--- src/rtl/vigilancia_pkg.sv ---
// Shared types and constants for the camera-rotation monitor.
// Pattern codes, group/state enums and the rotation order helper.
package vigilancia_pkg;

  typedef enum logic [2:0] {
    G0,
    G1,
    G2,
    APAGADO,
    ILEGAL
  } grupo_t;

  typedef enum logic [1:0] {
    WAIT_SYNC,
    TRACK,
    FAULT
  } estado_t;

  localparam logic [8:0] PAD_G0 = 9'h007;
  localparam logic [8:0] PAD_G1 = 9'h038;
  localparam logic [8:0] PAD_G2 = 9'h1C0;

  function automatic logic [1:0] next_grupo(input logic [1:0] g);
    return (g == 2'd2) ? 2'd0 : g + 2'd1;
  endfunction

endpackage

--- src/rtl/monitor_de_vigilancia_if.sv ---
// Bus between the sequencer side and the rotation monitor.
// master drives the camera lines and supervisor controls.
interface monitor_de_vigilancia_if #(
  parameter int COUNT_W = 8
);
  logic [8:0]         cam_en;
  logic               limpar;
  logic [1:0]         sel_grupo;
  logic [1:0]         grupo_ativo;
  logic               grupo_valido;
  logic               erro_padrao;
  logic               erro_sequencia;
  logic               erro_timeout;
  logic               em_falha;
  logic [COUNT_W-1:0] visitas;

  modport master (
    output cam_en,
    output limpar,
    output sel_grupo,
    input  grupo_ativo,
    input  grupo_valido,
    input  erro_padrao,
    input  erro_sequencia,
    input  erro_timeout,
    input  em_falha,
    input  visitas
  );

  modport slave (
    input  cam_en,
    input  limpar,
    input  sel_grupo,
    output grupo_ativo,
    output grupo_valido,
    output erro_padrao,
    output erro_sequencia,
    output erro_timeout,
    output em_falha,
    output visitas
  );
endinterface

--- src/rtl/monitor_de_vigilancia_decod.sv ---
// Combinational decode of the nine camera-enable lines.
// Any pattern other than a full group or all-off is illegal.
module decodificador_grupo
  import vigilancia_pkg::*;
(
  input  logic [8:0] i_cam_en,
  output grupo_t     o_grupo
);

  always_comb begin
    o_grupo = ILEGAL;
    unique case (1'b1)
      (i_cam_en == PAD_G0): o_grupo = G0;
      (i_cam_en == PAD_G1): o_grupo = G1;
      (i_cam_en == PAD_G2): o_grupo = G2;
      (i_cam_en == 9'h000): o_grupo = APAGADO;
      default:              o_grupo = ILEGAL;
    endcase
  end

endmodule

--- src/rtl/monitor_de_vigilancia.sv ---
// Rotation protocol monitor: sync on G0, track order and dwell,
// latch sticky faults and count visits per camera group.
module monitor_de_vigilancia
  import vigilancia_pkg::*;
#(
  parameter int MAX_DWELL = 2,
  parameter int COUNT_W   = 8
) (
  input logic                     clk,
  input logic                     reset,
  monitor_de_vigilancia_if.slave  bus
);

  localparam int DW = $clog2(MAX_DWELL + 1);
  localparam logic [DW-1:0] MAX_D = DW'(MAX_DWELL);
  localparam logic [DW-1:0] UM    = DW'(1);

  estado_t            r_estado;
  estado_t            w_estado_nxt;
  grupo_t             w_grupo;
  logic [1:0]         w_gidx;
  logic               w_eh_grupo;
  logic [1:0]         r_cur;
  logic [1:0]         w_cur_nxt;
  logic [DW-1:0]      r_dwell;
  logic [DW-1:0]      w_dwell_nxt;
  logic [COUNT_W-1:0] r_vis [3];
  logic [2:0]         w_inc;
  logic               w_set_pad;
  logic               w_set_seq;
  logic               w_set_tmo;
  logic               w_falha;
  logic               r_erro_pad;
  logic               r_erro_seq;
  logic               r_erro_tmo;
  logic [COUNT_W-1:0] w_visitas;

  decodificador_grupo u_dec (
    .i_cam_en (bus.cam_en),
    .o_grupo  (w_grupo)
  );

  assign w_gidx     = w_grupo[1:0];
  assign w_eh_grupo = (w_grupo == G0) || (w_grupo == G1) || (w_grupo == G2);
  assign w_falha    = w_set_pad | w_set_seq | w_set_tmo;

  always_ff @(posedge clk) begin
    if (reset) r_estado <= WAIT_SYNC;
    else       r_estado <= w_estado_nxt;
  end

  always_comb begin
    w_estado_nxt = r_estado;
    unique case (r_estado)
      WAIT_SYNC: begin
        if (w_grupo == G0) w_estado_nxt = TRACK;
        else if (w_falha)  w_estado_nxt = FAULT;
      end
      TRACK: begin
        if (w_falha) w_estado_nxt = FAULT;
      end
      FAULT: begin
        if (bus.limpar) w_estado_nxt = WAIT_SYNC;
      end
      default: w_estado_nxt = WAIT_SYNC;
    endcase
  end

  always_comb begin
    w_set_pad   = 1'b0;
    w_set_seq   = 1'b0;
    w_set_tmo   = 1'b0;
    w_inc       = 3'b000;
    w_cur_nxt   = r_cur;
    w_dwell_nxt = r_dwell;
    unique case (r_estado)
      WAIT_SYNC: begin
        if (w_grupo == G0) begin
          w_cur_nxt   = 2'd0;
          w_dwell_nxt = UM;
          w_inc       = 3'b001;
        end else if (w_grupo == ILEGAL) begin
          w_set_pad = 1'b1;
        end
      end
      TRACK: begin
        if (!w_eh_grupo) begin
          w_set_pad = 1'b1;
        end else if (w_gidx == r_cur) begin
          if (r_dwell < MAX_D) w_dwell_nxt = r_dwell + UM;
          else                 w_set_tmo   = 1'b1;
        end else if (w_gidx == next_grupo(r_cur)) begin
          w_cur_nxt   = w_gidx;
          w_dwell_nxt = UM;
          w_inc       = 3'b001 << w_gidx;
        end else begin
          w_set_seq = 1'b1;
        end
      end
      default: ;
    endcase
  end

  // A fault detected in the same cycle as limpar still latches its flag
  always_ff @(posedge clk) begin
    if (reset) begin
      r_cur      <= 2'd0;
      r_dwell    <= '0;
      r_erro_pad <= 1'b0;
      r_erro_seq <= 1'b0;
      r_erro_tmo <= 1'b0;
      for (int i = 0; i < 3; i++) r_vis[i] <= '0;
    end else begin
      r_cur      <= w_cur_nxt;
      r_dwell    <= w_dwell_nxt;
      r_erro_pad <= w_set_pad | (r_erro_pad & ~bus.limpar);
      r_erro_seq <= w_set_seq | (r_erro_seq & ~bus.limpar);
      r_erro_tmo <= w_set_tmo | (r_erro_tmo & ~bus.limpar);
      for (int i = 0; i < 3; i++) begin
        if (w_inc[i] && (r_vis[i] != '1))
          r_vis[i] <= r_vis[i] + COUNT_W'(1);
      end
    end
  end

  always_comb begin
    w_visitas = '0;
    case (bus.sel_grupo)
      2'd0:    w_visitas = r_vis[0];
      2'd1:    w_visitas = r_vis[1];
      2'd2:    w_visitas = r_vis[2];
      default: w_visitas = '0;
    endcase
  end

  assign bus.grupo_ativo    = r_cur;
  assign bus.grupo_valido   = (r_estado == TRACK);
  assign bus.em_falha       = (r_estado == FAULT);
  assign bus.erro_padrao    = r_erro_pad;
  assign bus.erro_sequencia = r_erro_seq;
  assign bus.erro_timeout   = r_erro_tmo;
  assign bus.visitas        = w_visitas;

endmodule
--- src/flat_wrapper.sv ---
// flat-port wrapper written by rule: the top's interface ports become plain ports
module monitor_de_vigilancia_flat import vigilancia_pkg::*;
#(
  parameter int MAX_DWELL = 2,
  parameter int COUNT_W   = 8
)
  (clk, reset, bus_cam_en, bus_limpar, bus_sel_grupo, bus_grupo_ativo, bus_grupo_valido, bus_erro_padrao, bus_erro_sequencia, bus_erro_timeout, bus_em_falha, bus_visitas);
  monitor_de_vigilancia_if #(.COUNT_W(COUNT_W)) bus_i ();
  input logic clk;
  input logic reset;
  input wire logic [$bits(bus_i.cam_en)-1:0] bus_cam_en;
  input wire logic [$bits(bus_i.limpar)-1:0] bus_limpar;
  input wire logic [$bits(bus_i.sel_grupo)-1:0] bus_sel_grupo;
  output wire logic [$bits(bus_i.grupo_ativo)-1:0] bus_grupo_ativo;
  output wire logic [$bits(bus_i.grupo_valido)-1:0] bus_grupo_valido;
  output wire logic [$bits(bus_i.erro_padrao)-1:0] bus_erro_padrao;
  output wire logic [$bits(bus_i.erro_sequencia)-1:0] bus_erro_sequencia;
  output wire logic [$bits(bus_i.erro_timeout)-1:0] bus_erro_timeout;
  output wire logic [$bits(bus_i.em_falha)-1:0] bus_em_falha;
  output wire logic [$bits(bus_i.visitas)-1:0] bus_visitas;
  assign bus_i.cam_en = bus_cam_en;
  assign bus_i.limpar = bus_limpar;
  assign bus_i.sel_grupo = bus_sel_grupo;
  assign bus_grupo_ativo = bus_i.grupo_ativo;
  assign bus_grupo_valido = bus_i.grupo_valido;
  assign bus_erro_padrao = bus_i.erro_padrao;
  assign bus_erro_sequencia = bus_i.erro_sequencia;
  assign bus_erro_timeout = bus_i.erro_timeout;
  assign bus_em_falha = bus_i.em_falha;
  assign bus_visitas = bus_i.visitas;
  monitor_de_vigilancia #(.MAX_DWELL(MAX_DWELL), .COUNT_W(COUNT_W)) u_core (.clk(clk), .reset(reset), .bus(bus_i));
endmodule
--- config.mk ---
export PLATFORM = sky130hd
export DESIGN_NAME = monitor_de_vigilancia_flat
export DESIGN_NICKNAME = d
export VERILOG_FILES = /design/src/rtl/vigilancia_pkg.sv /design/src/rtl/monitor_de_vigilancia_if.sv /design/src/rtl/monitor_de_vigilancia_decod.sv /design/src/rtl/monitor_de_vigilancia.sv /design/src/flat_wrapper.sv
export SDC_FILE = /design/constraint.sdc
export NUM_CORES = 1
export LEC_CHECK = 0
export CORE_MARGIN = 8
export CORE_UTILIZATION = 55
export CTS_CLUSTER_DIAMETER = 30
export DETAILED_ROUTE_END_ITERATION = 10
export PLACE_DENSITY_LB_ADDON = 0.12
export SYNTH_ARGS = -nofsm -noshare
export SYNTH_HDL_FRONTEND = slang
export SYNTH_SLANG_ARGS = --single-unit
--- constraint.sdc ---
create_clock -name clk -period 3.6 [get_ports clk]
set_input_delay 0.9 -clock clk [delete_from_list [all_inputs] [get_ports clk]]
set_output_delay 0.9 -clock clk [all_outputs]
set_load 0.005 [all_outputs]
==> metrics.md, run 1 <==
| Metric | Value |
|---|---|
| Worst-Margin Slew | `0.634 ns` |
| Slew Viols, Final | `0` |
| Share of the synthesized area in the top cell type | `0.327` |
| Area of the multi-input gates | `1230 µm²` |
| Critical path's top delay family | `buffers and inverters` |
| Sequential power share | `0.512` |
| Number of distinct library cells after synthesis | `53` |
| DRT met1 WL | `2.18 mm` |
| Final-report setup violation count | `0` |
| RSZ-0062 raised after global routing | `false` |
| Status | `finished, final reports clean` |
| Met3 Wirelength | `244 µm` |
| Critical path endpoint category | `output port` |
| #FFs+latches synth | `33` |
| All-Layer GR Usage | `0.161` |
| Met2 WL post-DR | `2.33 mm` |
| Initial antenna violation count | `0` |
| Ant diodes | `0` |
| Die area | `about 6300 µm²` |
| Power share of the clock group | `0.380` |
| Slew HR | `0.574` |
| Avg WL per Cell | `15.1 µm` |
| Slowest cell on crit path | `clkdlybuf4s50_1` |
| Number of global-route vias before repair | `1773` |
| P_leak | `0.946 nW` |
| Yosys warns | `0` |
| CP startpoint kind | `input port` |
| Number of synthesized flops with an enable pin | `24` |
| Reg area | `between 900 and 1000 µm²` |
| Grt total ovfl | `0` |
| Crit path required time | `2.70 ns` |
| PwrDens | `~320 nW/µm²` |
| # DRC | `0` |
| Area leader, netlist | `edfxtp_1` |
| Die Wd | `about 79 µm` |
| Starting Density | `0.560` |
| Total Nets Final | `about 290` |
| Comb pwr share | `0.108` |
| Internal power | `~650 µW` |
| CP peak stage delay | `0.60 ns` |
| Post-route clock period utilization | `0.933` |
| Max Used Layer | `met4` |
| Hold Fails Final Rpt | `0` |
| Max Fanout on Critical Path | `5` |
| Hold WC Path Type | `flip-flop to flip-flop` |
| Max_cap viols | `0` |
| Final ANT Viol Nets | `0` |
| Pin count of the biggest net entering global routing | `25` |
| Clock transition at path regs | `0.07 ns` |
| Syn_area_per_cell | `~9.3 µm²` |
| Crit path buffers/inverters | `3` |
| Top_reg_cell synth | `edfxtp_1` |
| Syn Nets | `254` |
| Synth top area cells | `edfxtp_1, dfxtp_1, nor2_2` |
| Final hold slack | `0.463 ns` |
| CTS Buffer Depth | `2` |
| Setup TNS Final | `0 ns` |
| Synthesized area | `2210 µm²` |
| Vias after detailed routing | `1855` |
| Port buffer count | `28` |
| Layout cell share with drive strength beyond 1 | `0.177` |
| Num CTS Buffers | `5` |
| Drt total wl | `4.85 mm` |
| CTS H-tree depth | `2` |
| Sw Share | `0.236` |
| Crit path cell chain | `clkdlybuf4s50_1 -> buf_4 -> mux2i_1 -> o21ai_0 -> clkdlybuf4s50_1` |
| R2R Setup Slk | `1.24 ns` |
| Peak supply drop | `roughly 0.24 mV` |
| Setup Skew | `0.00343 ns` |
| Drt pass-1 iters | `4` |
| First-pass GRT wire length | `a little over 8 mm` |
| # clock sinks | `33` |
| CP arrival | `2.46 ns` |
| Crit-path most repeated cell | `clkdlybuf4s50_1` |
| Filler cell count | `approximately 320` |
| Root Buffer Master | `clkbuf_8` |
| # rows | `23` |
| Psw | `199 µW` |
| Die Height | `79.3 µm` |
| PostCTS Resize Cnt | `0` |
| P&R area growth vs syn | `21.2%` |
| Top-Level Pins | `29` |
| CTS tree | `built` |
| Clock latency on the worst-skew pair | `0.28 ns` |
| Core footprint | `3940 µm²` |
| Sequential-to-total area share from yosys stat | `0.408` |
| GP Congestion | `slightly below 0.8` |
| Fmax achieved | `298 MHz` |
| CTS hold repair buffers | `0` |
| Vias per cell | `around 5.8` |
| Syn Inst Count | `237` |
| Min Clock Period, post-route | `between 3 and 4 ns` |
| Critical path class | `input port to output port` |
| Async S/R FF share, synth | `0` |
| Hpwl dp | `3.73 mm` |
| # Post-CTS Setup Buffers | `0` |
| First-iteration detailed-routing DRC count | `86` |
-- stage by stage --
| step | std cells | instance area, µm² | power (mW) | util | worst slack [ns] |
|---|---|---|---|---|---|
| after CTS | 321 | 2680 | 0.854 | 0.679 | 0.228 |
| after detailed placement | 313 | 2570 | 0.532 | 0.651 | 0.227 |
| after global placement | 313 | 2570 | 0.531 | 0.651 | 0.240 |
| final | 321 | 2680 | 0.845 | 0.679 | 0.243 |
| after floorplan | 237 | 2210 | 0.483 | - | 0.781 |
| after global routing | 321 | 2680 | 0.880 | 0.679 | 0.124 |
-- registers in the layout (all words and copies together), names as in the netlist --
signal                     flops
u_core.r_vis                  24
u_core.bus.grupo_ativo         2
u_core.r_dwell                 2
u_core.r_estado                2
u_core.bus.erro_padrao         1
u_core.bus.erro_sequencia      1
u_core.bus.erro_timeout        1
-- cell type report --
cell class / count / area share
clock inverters: 2 / 0.00561
well taps: 50 / 0.0234
inverters: 4 / 0.00561
clock buffers: 6 / 0.0351
multi-input cells: 190 / 0.462
repair buffers: 36 / 0.132
flip-flops and latches: 33 / 0.337
-- cells in the mapped netlist (all sizes together) (3+ instances only) --
library cell,instances
o21ai,13
buf,6
dfxtp,9
xor2,10
mux2i,10
nand2b,6
nand2,23
clkbuf,4
ha,3
inv,4
o31ai,3
nor4,5
nor2b,6
or3,3
nor3,8
xnor2,8
nor2,37
edfxtp,24
nand3,18
or2,5
a21oi,6
-- power by group through the flow --
stage | logic, mW | registers (mW) | clock network (mW)
detailed placement | 0.0912 | 0.441 | 0
global placement | 0.0903 | 0.441 | 0
CTS | 0.0919 | 0.432 | 0.330
finish | 0.0911 | 0.432 | 0.321
floorplan | 0.0465 | 0.436 | 0
global route | 0.100 | 0.434 | 0.345
-- layout by cell type (no fill, tap or decap), types with 5 or more instances in the layout --
cell             instances
a21oi_1                  5
edfxtp_1                24
clkbuf_8                 5
mux2i_1                 10
nand3_1                 18
nor3_1                   8
nor2_2                  20
dfxtp_1                  9
nor2_1                  17
xnor2_1                  8
nand2b_1                 6
nand2_1                 23
buf_4                    7
clkdlybuf4s50_1         28
nor2b_1                  6
o21ai_0                 12
xor2_1                  10
-- per-layer routing --
layer,global-route usage,vias up
met5,0,-
li1,-,926
met4,0.0722,0
met1,0.190,874
met3,0.0327,8
met2,0.274,47
-- path summary, 6_finish.rpt --
| path | startpoint | depth (start not counted) | end |
|---|---|---|---|
| worst min-delay path | u_core.bus.erro_padrao$_SDFF_PP0_ | 2 | u_core.bus.erro_padrao$_SDFF_PP0_ |
| worst max register to register | u_core.r_vis[0][8]$_SDFFCE_PN0P_ | 6 | u_core.r_vis[0][12]$_SDFFCE_PN0P_ |
| worst min register to register | u_core.bus.erro_padrao$_SDFF_PP0_ | 2 | u_core.bus.erro_padrao$_SDFF_PP0_ |
| worst max-delay path | bus_sel_grupo[0] | 5 | bus_visitas[7] |
-- cell families after synthesis --
logic type,after synthesis,share of synthesized area
buffers and inverters,14,0.0323
adders and majority gates,3,0.0170
AOI/OAI and AO/OA,40,0.134
xor gates and xnor gates,18,0.0714
DFF,33,0.408
and+or+nand+nor,119,0.291
muxes,10,0.0454
-- worst register-to-register path, cell delays in order (launching register included) --
cell and delay (ns):
edfxtp_1 0.49, ha_1 0.29, nand2_1 0.07, nor2_1 0.06, and3_1 0.18, nor4_1 0.54, a21o_1 0.40
(Power assumes the default switching activity.)
==> run 2: changes to the inputs <==
--- a/config.mk
+++ b/config.mk
@@ -6,9 +6,10 @@
 export NUM_CORES = 1
 export LEC_CHECK = 0
 export CORE_MARGIN = 8
-export CORE_UTILIZATION = 55
+export CORE_UTILIZATION = 35
 export CTS_CLUSTER_DIAMETER = 30
 export DETAILED_ROUTE_END_ITERATION = 10
+export GPL_TIMING_DRIVEN = 0
 export PLACE_DENSITY_LB_ADDON = 0.12
 export SYNTH_ARGS = -nofsm -noshare
 export SYNTH_HDL_FRONTEND = slang
==> constraint.sdc (replaced) <==
create_clock -name clk -period 4.1 [get_ports clk]
set_input_delay 1.025 -clock clk [delete_from_list [all_inputs] [get_ports clk]]
set_output_delay 1.025 -clock clk [all_outputs]
set_load 0.005 [all_outputs]
==> metrics.md, run 2 (synthesis results as in run 1) <==
| Metric | Value |
|---|---|
| Status | `finished, final reports clean` |
| Ant diodes | `0` |
| Setup Skew | `0.0102 ns` |
| M3 GR Usage | `0.0354` |
| GP Congestion | `0.825` |
| Post-route clock period utilization | `0.926` |
| Drt total wl | `5.39 mm` |
| Die Height | `95.4 µm` |
| Psw | `174 µW` |
| Sw Share | `0.229` |
| Die area | `9100 µm²` |
| Worst-Margin Slew | `0.644 ns` |
| Vias after detailed routing | `1813` |
| CTS tree | `built` |
| Pin count of the biggest net entering global routing | `11` |
| Power share of the clock group | `0.398` |
| Drt pass-1 iters | `4` |
| Num CTS Buffers | `5` |
| Final Util | `0.429` |
| Root Buffer Master | `clkbuf_8` |
| # clock sinks | `33` |
| Final-report setup violation count | `0` |
| # Post-CTS Setup Buffers | `0` |
| Commonest cells after routing, fill and taps aside | `clkdlybuf4s50_1, edfxtp_1, nand2_1` |
| Max Fanout on Critical Path | `9` |
| Reg2Reg Depth | `6` |
| Core footprint | `6240 µm²` |
| Max reg flops | `24` |
| Top-Level Pins | `29` |
| Grt peak-use layer | `met2` |
| P_leak | `0.918 nW` |
| Final ANT Viol Nets | `0` |
| CTS Buffer Depth | `2` |
| Max_cap viols | `0` |
| Total Nets Final | `288` |
| Slew HR | `0.567` |
| Die Wd | `around 95 µm` |
| CP startpoint kind | `input port` |
| Sink of the worst hold path | `u_core.bus.erro_padrao$_SDFF_PP0_` |
| All-Layer GR Usage | `0.126` |
| Area after DPL | `2570 µm²` |
| Commonest non-fill, non-tap cell in the layout | `clkdlybuf4s50_1` |
| Slew Viols, Final | `0` |
| Avg WL per Cell | `15.4 µm` |
| Number of global-route vias before repair | `around 1.9k` |
| Sequential power share | `0.499` |
| Vias per cell | `5.19` |
| R2R Setup Slk | `1.68 ns` |
| Internal power | `586 µW` |
| CTS H-tree depth | `2` |
| Initial antenna violation count | `0` |
| Clock latency on the worst-skew pair | `0.28 ns` |
| PwrDens | `between 200 and 300 nW/µm²` |
| First-iteration detailed-routing DRC count | `~80` |
| R2r endpoint | `u_core.r_vis[0][15]$_SDFFCE_PN0P_` |
| GRT met2 Usage | `0.204` |
| RSZ-0062 raised after global routing | `false` |
| Clock transition at path regs | `around 0.060 ns` |
| P&R area growth vs syn | `21.4%` |
| GR Util met1 | `0.159` |
| Starting Density | `0.354` |
| Port buffer count | `27` |
| Finished Cell Area | `2680 µm²` |
| Min Clock Period, post-route | `3.80 ns` |
| # rows | `29` |
| Comb pwr share | `0.103` |
| CTS hold repair buffers | `0` |
| Hold_sp | `u_core.bus.erro_padrao$_SDFF_PP0_` |
| First-pass GRT wire length | `8.98 mm` |
| # DRC | `0` |
| Setup TNS Final | `0 ns` |
| Critical R2R Launch | `u_core.r_vis[0][8]$_SDFFCE_PN0P_` |
| Grt total ovfl | `0` |
| PostCTS Resize Cnt | `0` |
| CP arrival | `around 2.8 ns` |
| Hold Fails Final Rpt | `0` |
| Hold WC Path Type | `flip-flop to flip-flop` |
| Peak supply drop | `0.200 mV` |
| Hold-critical path depth | `2` |
| Hpwl dp | `4.10 mm` |
| Fmax achieved | `263 MHz` |
| Biggest register | `u_core.r_vis` |
| Critical path endpoint category | `output port` |
| Critical path class | `input port to output port` |
| Crit path required time | `3.07 ns` |
| Layout cell share with drive strength beyond 1 | `0.158` |
[run 2: cell count changes in the layout (fill, tap and decap cells not counted), moves of 2 or more]
cell / previous run / this run
buf_4: 7 / 0
buf_6: 0 / 2
buf_2: 0 / 3
clkbuf_1: 0 / 5
[run 2: worst max path at each step]
stage,cells after the start,slack (ns),end,startpoint
after CTS,6,0.29,bus_visitas[4],bus_sel_grupo[1]
final,6,0.30,bus_visitas[4],bus_sel_grupo[1]
after detailed placement,6,0.30,bus_visitas[4],bus_sel_grupo[1]
after global placement,7,0.32,u_core.r_vis[0][11]$_SDFFCE_PN0P_,bus_cam_en[8]
after floorplan,7,1.16,u_core.r_vis[0][18]$_SDFFCE_PN0P_,bus_cam_en[3]
after global routing,6,0.06,bus_visitas[6],bus_sel_grupo[1]
[run 2: power by group through the flow]
stage | Sequential [mW] | Combinational (mW) | Clock [mW]
detailed placement | 0.387 | 0.0781 | 0
CTS | 0.380 | 0.0785 | 0.312
floorplan | 0.383 | 0.0408 | 0
global route | 0.382 | 0.0862 | 0.323
finish | 0.380 | 0.0780 | 0.302
global placement | 0.387 | 0.0777 | 0
[run 2: critical path, stage by stage]
cell,delay (ns)
clkdlybuf4s50_1,0.59
nor2b_1,0.16
clkbuf_1,0.27
nand2_1,0.10
o21ai_0,0.09
clkdlybuf4s50_1,0.54
[run 2: through the flow]
step	hold slack [ns]	cells	power [mW]	setup slack (ns)
5_1_grt	0.490	349	0.790	0.0580
6_report	0.463	349	0.760	0.301
3_5_place_dp	0.456	341	0.465	0.295
3_3_place_gp	0.459	341	0.465	0.322
4_1_cts	0.469	349	0.771	0.290
2_1_floorplan	0.453	237	0.424	1.16
[run 2: layout make-up]
class                           instances  area, µm²
Multi-Input combinational cell        190       1230
Inverter                                4       15.0
Buffer                                 10       56.3
Sequential cell                        33        901
Clock inverter                          2       33.8
Clock buffer                            6       72.6
Fill cell                             648       3560
Tap cell                               77       96.3
Timing Repair Buffer                   27        270
[run 2: metal layers]
metal	wire, µm	vias to the layer above
li1	-	922
met1	2630	852
met2	2410	32
met3	293	7
met4	64	0
met5	0	-
